===== src/rtl/cpu_pkg.sv =====
// rtl/cpu_pkg.sv - shared CPU constants: reset PC, redirect kinds, IFU state encoding
package cpu_pkg;

  localparam logic [31:0] RESET_PC_DEFAULT = 32'h0000_3000;

  localparam logic [1:0] REDIR_BR   = 2'b00;
  localparam logic [1:0] REDIR_J    = 2'b01;
  localparam logic [1:0] REDIR_JR   = 2'b10;
  localparam logic [1:0] REDIR_RSVD = 2'b11;

  typedef enum logic {
    RUN  = 1'b0,
    HALT = 1'b1
  } ifu_state_e;

endpackage


===== src/rtl/npc.sv =====
// rtl/npc.sv - combinational redirect target computation for the fetch stage
module npc
  import cpu_pkg::*;
(
  input  logic [1:0]  redir_kind,
  input  logic [31:0] redir_base,
  input  logic [31:0] redir_off,
  input  logic [25:0] redir_idx,
  input  logic [31:0] redir_reg,
  output logic [31:0] target
);

  logic [31:0] seq_pc;

  assign seq_pc = redir_base + 32'd4;

  always_comb begin
    target = seq_pc + redir_off;
    case (redir_kind)
      REDIR_BR: target = seq_pc + redir_off;
      REDIR_J:  target = {seq_pc[31:28], redir_idx, 2'b00};
      // jr targets are taken verbatim; misalignment is caught at fetch time
      REDIR_JR: target = redir_reg;
      default:  target = seq_pc + redir_off;
    endcase
  end

endmodule


===== src/rtl/ifu.sv =====
// rtl/ifu.sv - instruction fetch: PC register, ROM read, decode output register
module ifu
  import cpu_pkg::*;
#(
  parameter logic [31:0] RESET_PC = RESET_PC_DEFAULT,
  parameter int          IMEM_AW  = 10
) (
  input  logic               clk,
  input  logic               rst_n,
  output logic [IMEM_AW-1:0] imem_addr,
  input  logic [31:0]        imem_rdata,
  output logic               id_valid,
  input  logic               id_ready,
  output logic [31:0]        id_pc,
  output logic [31:0]        id_instr,
  output logic [15:0]        id_imm,
  output logic               id_adel,
  input  logic               redir_valid,
  input  logic [1:0]         redir_kind,
  input  logic [31:0]        redir_base,
  input  logic [31:0]        redir_off,
  input  logic [25:0]        redir_idx,
  input  logic [31:0]        redir_reg
);

  ifu_state_e  state_q, state_d;
  logic [31:0] pc_q, pc_d;
  logic        valid_d, adel_d;
  logic [31:0] id_pc_d, instr_d;
  logic [31:0] target;
  logic        redir_take, load;

  npc u_npc (
    .redir_kind (redir_kind),
    .redir_base (redir_base),
    .redir_off  (redir_off),
    .redir_idx  (redir_idx),
    .redir_reg  (redir_reg),
    .target     (target)
  );

  assign imem_addr  = IMEM_AW'((pc_q - RESET_PC) >> 2);
  assign id_imm     = id_instr[15:0];
  assign redir_take = redir_valid && (redir_kind != REDIR_RSVD);
  assign load       = (state_q == RUN) && (!id_valid || id_ready);

  always_comb begin
    state_d = state_q;
    pc_d    = pc_q;
    valid_d = id_valid;
    id_pc_d = id_pc;
    instr_d = id_instr;
    adel_d  = id_adel;
    if (redir_take) begin
      // wrong-path entry is dropped even if decode is accepting it this cycle
      pc_d    = target;
      valid_d = 1'b0;
      state_d = RUN;
    end else if (load) begin
      id_pc_d = pc_q;
      valid_d = 1'b1;
      if (pc_q[1:0] == 2'b00) begin
        instr_d = imem_rdata;
        adel_d  = 1'b0;
        pc_d    = pc_q + 32'd4;
      end else begin
        instr_d = 32'h0;
        adel_d  = 1'b1;
        state_d = HALT;
      end
    end else if ((state_q == HALT) && id_valid && id_ready) begin
      valid_d = 1'b0;
    end
  end

  always_ff @(posedge clk or negedge rst_n) begin
    if (!rst_n) begin
      state_q  <= RUN;
      pc_q     <= RESET_PC;
      id_valid <= 1'b0;
      id_pc    <= 32'h0;
      id_instr <= 32'h0;
      id_adel  <= 1'b0;
    end else begin
      state_q  <= state_d;
      pc_q     <= pc_d;
      id_valid <= valid_d;
      id_pc    <= id_pc_d;
      id_instr <= instr_d;
      id_adel  <= adel_d;
    end
  end

endmodule


===== config.mk =====
export PLATFORM = sky130hd
export DESIGN_NAME = ifu
export DESIGN_NICKNAME = d
export VERILOG_FILES = /design/src/rtl/cpu_pkg.sv /design/src/rtl/npc.sv /design/src/rtl/ifu.sv
export SDC_FILE = /design/constraint.sdc
export NUM_CORES = 1
export LEC_CHECK = 0
export CELL_PAD_IN_SITES_DETAIL_PLACEMENT = 0
export CELL_PAD_IN_SITES_GLOBAL_PLACEMENT = 2
export CORE_MARGIN = 4
export CORE_UTILIZATION = 28
export DETAILED_ROUTE_END_ITERATION = 6
export PLACE_DENSITY_LB_ADDON = 0.1
export SYNTH_ARGS = -nofsm -noshare
export SYNTH_HDL_FRONTEND = slang
export SYNTH_SLANG_ARGS = --single-unit

===== constraint.sdc =====
create_clock -name clk -period 3.9 [get_ports clk]
set_input_delay 1.17 -clock clk [delete_from_list [all_inputs] [get_ports clk]]
set_output_delay 1.17 -clock clk [all_outputs]
set_load 0.01 [all_outputs]

### Yosys cells after proc, flatten, opt, wreduce, memory -nomap -nowiden

Cells that the tools add are included.

| word-level totals | value |
|---|---|
| flip-flop bits (word level) | 99 |
| latch bits | 0 |
| RAM bits | 0 |
| memory bits (read-only) | 0 |
| output and inout bits | 92 |
| word-level logic and storage cells | 41 |
| memories kept | 0 |

| cells by class | value |
|---|---|
| $add $sub $neg | 4 |
| $mul | 0 |
| div/mod/pow operators | 0 |
| $lt $le $gt $ge | 0 |
| eq/ne operators | 4 |
| shift operators | 0 |
| muxes and demuxes | 12 |
| bitwise logic cells | 2 |
| reduce and logical (&&, ||, !) cells | 13 |

Operators with widths:

| kind | count |
|---|---|
| $mux 32 | 4 |
| $add 32x3->32 const B | 2 |
| $pmux 32 s2 | 1 |
| $add 32x32->32 | 1 |
| $sub 12x1->12 const B | 1 |
| $mux 1 | 7 |
| $reduce_and 2->1 | 3 |
| $logic_and 1x1->1 | 4 |
| $ne 2x2->1 const B | 2 |
| $reduce_bool 2->1 | 2 |
| $reduce_bool 3->1 | 1 |
| $eq 2x1->1 const B | 1 |
| $eq 2x2->1 const B | 1 |
| $logic_not 2->1 | 1 |
| $not 1->1 | 2 |
| $logic_not 1->1 | 1 |
| $logic_or 1x1->1 | 1 |

### Longest topological paths before layout

| depth | value |
|---|---|
| depth in word-level cells | 5 |
| depth in mapped cells | 16 |
| mapped depth without buffers | 14 |

### Cells and area by module

A second synthesis with hierarchy kept.

| unflattened totals | value |
|---|---|
| cells, all modules | 888 |
| area total of the unflattened synthesis | 7414.6 µm² |

By module, submodules not included:

| module | instances | cells each | area an instance (µm²) | seq. area each (µm²) |
|---|---|---|---|---|
| ifu | 1 | 460 | 4526.8 | 2479.9 |
| npc | 1 | 428 | 2887.8 | 0.0 |

### Least setup slack after synthesis

Ideal clock, no wire load.

| path | value |
|---|---|
| path type | input to register |
| start | input redir_base[9] |
| end | register pc_q[31] |
| setup time | 0.129 ns |
| arrival time | 3.930 ns |
| data required time | 3.771 ns |
| slack | -0.159 ns |
| stages on the path | 15 |
| path buffers | 1 |
| path through | nand4_1 -> or2_2 -> nor3_1 -> nand2_1 -> xnor2_1 -> ha_1 -> clkbuf_1 -> a21o_1 -> a21oi_1 -> nor2b_1 -> nor4_1 -> o41a_1 -> o311a_1 -> a31oi_1 -> a211oi_1 |

| between the ends | value |
|---|---|
| word-level cells in the longest chain between the ends | 4 |

RTL lines:

| element | RTL line | text |
|---|---|---|
| start, declared | ifu.sv:20 | `input logic [31:0] redir_base,` |
| $add 32x3->32 (*) | npc.sv:15 | `assign seq_pc = redir_base + 32'd4;` |
| $add 32x32->32 | -- |  |
| $pmux 32 s2 (*) | npc.sv:19 | `case (redir_kind)` |
| $mux 32 (*) | ifu.sv:54 | `if (redir_take) begin` |
| end signal, assigned | ifu.sv:86 | `pc_q <= pc_d;` |
| end, declared | ifu.sv:27 | `logic [31:0] pc_q, pc_d;` |

Every way passes the cells marked *; elsewhere a longest branch is shown, timed or not.
A chain may end at the register's enable or synchronous reset.

### Worst setup path after layout

| path | value |
|---|---|
| start | input redir_base[0] |
| end | register pc_q[28] |

Same word-level chain as after synthesis.

==> flow_summary.ini <==
[setup_path]
rrSetupSlack_ns = 1.66
critPathMaxStageDelay_ns = 0.46
crit_path_top_delay_cell = or4_1
worstPathMaxFanout = 3
crit_arrival_ns = 4.03
critPathTopFamily = compound AO/OA/AOI/OAI gates
r2r_start = pc_q[1]
startpoint_type = input port
crit_type = input port to flop
cp_data_required_time_ns = 4.14
r2r-end = pc_q[28]
rr_worst_depth = 8
crit_chain = clkdlybuf4s50_1 > ha_1 > fa_2 > a211oi_2 > o21bai_1 > buf_4 > a31o_2 > a21oi_2 > o31a_4 > nor3_2 > or4_1 > and3_1
critPathBufInv = 2
cp-end-kind = flop

[sta]
fin_crit_ns = 3.79
rsz0062_at_grt = true
whs_ns = 0.476
fmax_mhz = 264
hold_viol_final = 0
clock_skew_ns = 0.00985
slew_headroom = 0.511
tns_ns = 0
drv_slew = 0
setup_viol = 0
worst_slew_pin_slew_ns = 0.734
fin_crit_sh = 0.972

[global_routing]
gr-usage-met1 = 0.257
top_usage_layer = met2
grt_util_met2 = 0.297
grt_pass1_vias = 7796
grt-ovfl-total = 0
grtUsageMet3 = 0.0249
grt_start_max_net_pins = 67
grt_pass1_wl_um = 42600
grt_usage = 0.183
antenna_found_initial = 1

[clocking]
insertion_delay_ns = 0.35
clock_sink_count = 99
cts_buffers = 9
cts_max_level = 3
cts_tree = done
root_buffer = clkbuf_16
cts_hold_buf = 0
cts_buffer_depth = 2
clk_pin_slew_worst_paths_ns = 0.07

[drt]
first_iter_violations = 359
wl_um = 26900
vias_per_cell = 4.85
detail-route-antenna-nets = 0
wl_per_cell_um = 17.3
vias = 7564
drcViolationCount = 0
drtPass1Iterations = 4

[pwr]
sequentialPowerShare = 0.342
power.switching_mw = 1.50
power_mw = 4.36
switching_share = 0.345
pwr-share-comb = 0.444
power_density_nw_per_um2 = 364
ir_drop_uv = 219
intPower_mw = 2.86
p_leak_nw = 5.28
power_frac_clock = 0.214

[die]
die_w_um = 170
floorplan.rows = 58
coreArea_um2 = 25400
initial_utilization = 0.288
die_h_um = 170
fp.dieArea_um2 = 28700
io_pins = 252

[placed_design]
io_buffers = 251
place_hpwl_um = 21800
gp_congestion = 0.910

[synth]
ys_top_cells_by_area = dfrtp_1 33%, ha_1 7.2%, nand2_1 7.2%
ys_async_sr_fraction = 1.00
syn-num-nets = 1053
ys_warn_count = 0
synthDistinctLibCells = 65
synth_top_area_share = 0.332
synth-edff-count = 0
ys_ff_latch = 99
ys.flop_type = dfrtp_1
seq_area_frac_synth = 0.339
syn_area_per_cell_um2 = 8.59
netlist_instances = 850
synth.largest_area_cell = dfrtp_1
synth_area_um2 = 7300

[worst_hold_path]
hp-class = flop to flop
hold_start = id_pc[18]
worst_hold_path.endpoint = id_pc[18]
worstHoldPathCells = 2

[job]
cap_violations = 0

[status]
outcome = complete, no violations

[final_layout]
most-common-layout-cells = 229 x clkdlybuf4s50_1, 177 x buf_4, 135 x nand2_1
multi_input_area_um2 = 4870
layout_commonest_cell = clkdlybuf4s50_1
drive_gt1_frac = 0.238
area.growth.synth_to_final_pct = 64.1
final_util = 0.472
nNetsFinal = 1427
seq_area_um2 = 2480
fillCellCount = 2555
==> cell families (layout without fill, tap and decap cells) <==
group                    after synthesis  after routing  share of synthesized area
AND/OR/NAND/NOR                      316            316                      0.204
AO/OA/AOI/OAI                        227            227                      0.226
flip-flops                            99             99                      0.340
buffers and inverters                 83            462                     0.0574
XOR/XNOR                              80             80                     0.0959
adder cells (fa/ha/maj)               43             43                     0.0747
multiplexers                           2              2                    0.00274
other                                  0              1                          0
==> worst max-delay path by stage <==
stage	from	to	slack [ns]	cells past startpoint
floorplan	redir_base[9]	pc_q[30]	-0.01	15
global placement	redir_base[5]	pc_q[27]	-0.76	14
detailed placement	redir_base[5]	pc_q[25]	-0.73	14
CTS	redir_base[0]	pc_q[28]	0.05	12
global route	redir_base[0]	pc_q[28]	-0.007	12
finish	redir_base[0]	pc_q[28]	0.11	12
==> power by group through the flow <==
stage | logic, mW | registers (mW) | clock network (mW)
3_5_place_dp | 1.89 | 1.51 | 0
4_1_cts | 1.93 | 1.49 | 0.971
5_1_grt | 2.12 | 1.53 | 1.01
2_1_floorplan | 0.814 | 1.55 | 0
3_3_place_gp | 1.89 | 1.51 | 0
6_report | 1.94 | 1.49 | 0.933
==> flip-flops by register name, summed over array words and instances (netlist names) <==
name / flops
id_valid: 1
id_pc: 32
id_instr: 32
state_q: 1
pc_q: 32
id_adel: 1
==> per-layer routing <==
metal / vias up / wire length, um
li1: 3824 / -
met1: 3518 / 12900
met2: 205 / 12300
met3: 17 / 1420
met4: 0 / 376
met5: - / 0
==> worst reg2reg max path: cells and delay by family, from the launching register on <==
family,cells,cell delay [ns]
simple gates,5,1.29
flops,1,0.44
xor+xnor,1,0.17
buf+inv,1,0.16
compound gates,1,0.08
==> cell usage after synthesis (all sizes together), types with 29 or more instances <==
cell type,count
a21oi,55
a22o,32
buf,31
clkbuf,39
dfrtp,97
ha,42
nand2,141
nand3,29
nor2,54
o21ai,36
xnor2,51
xor2,29
==> timing repair <==
item | 4_1_cts | 5_1_grt
endpoints found under the hold margin | 0 | 0
gates resized for setup | 65 | 58
endpoints found under the setup margin | 18 | 15
pin swaps | 39 | 51
buffers inserted | 7 | 10
==> metrics by stage <==
stage	cells	area, um2	worst slack [ns]
6_report	1560	12000	0.110
3_5_place_dp	1526	11200	-0.734
2_1_floorplan	850	7350	-0.0117
4_1_cts	1549	11700	0.0538
3_3_place_gp	1526	11200	-0.763
5_1_grt	1560	12000	-0.00712
==> cell type report <==
type,instances,share of cell area
diodes,1,0.000209
clock inverters,7,0.00679
clock buffers,9,0.0188
repair buffers,433,0.323
inverters,13,0.00407
multi-input cells,668,0.406
flip-flops and latches,99,0.207
well taps,330,0.0345
Power figures use the tool's default switching activity.
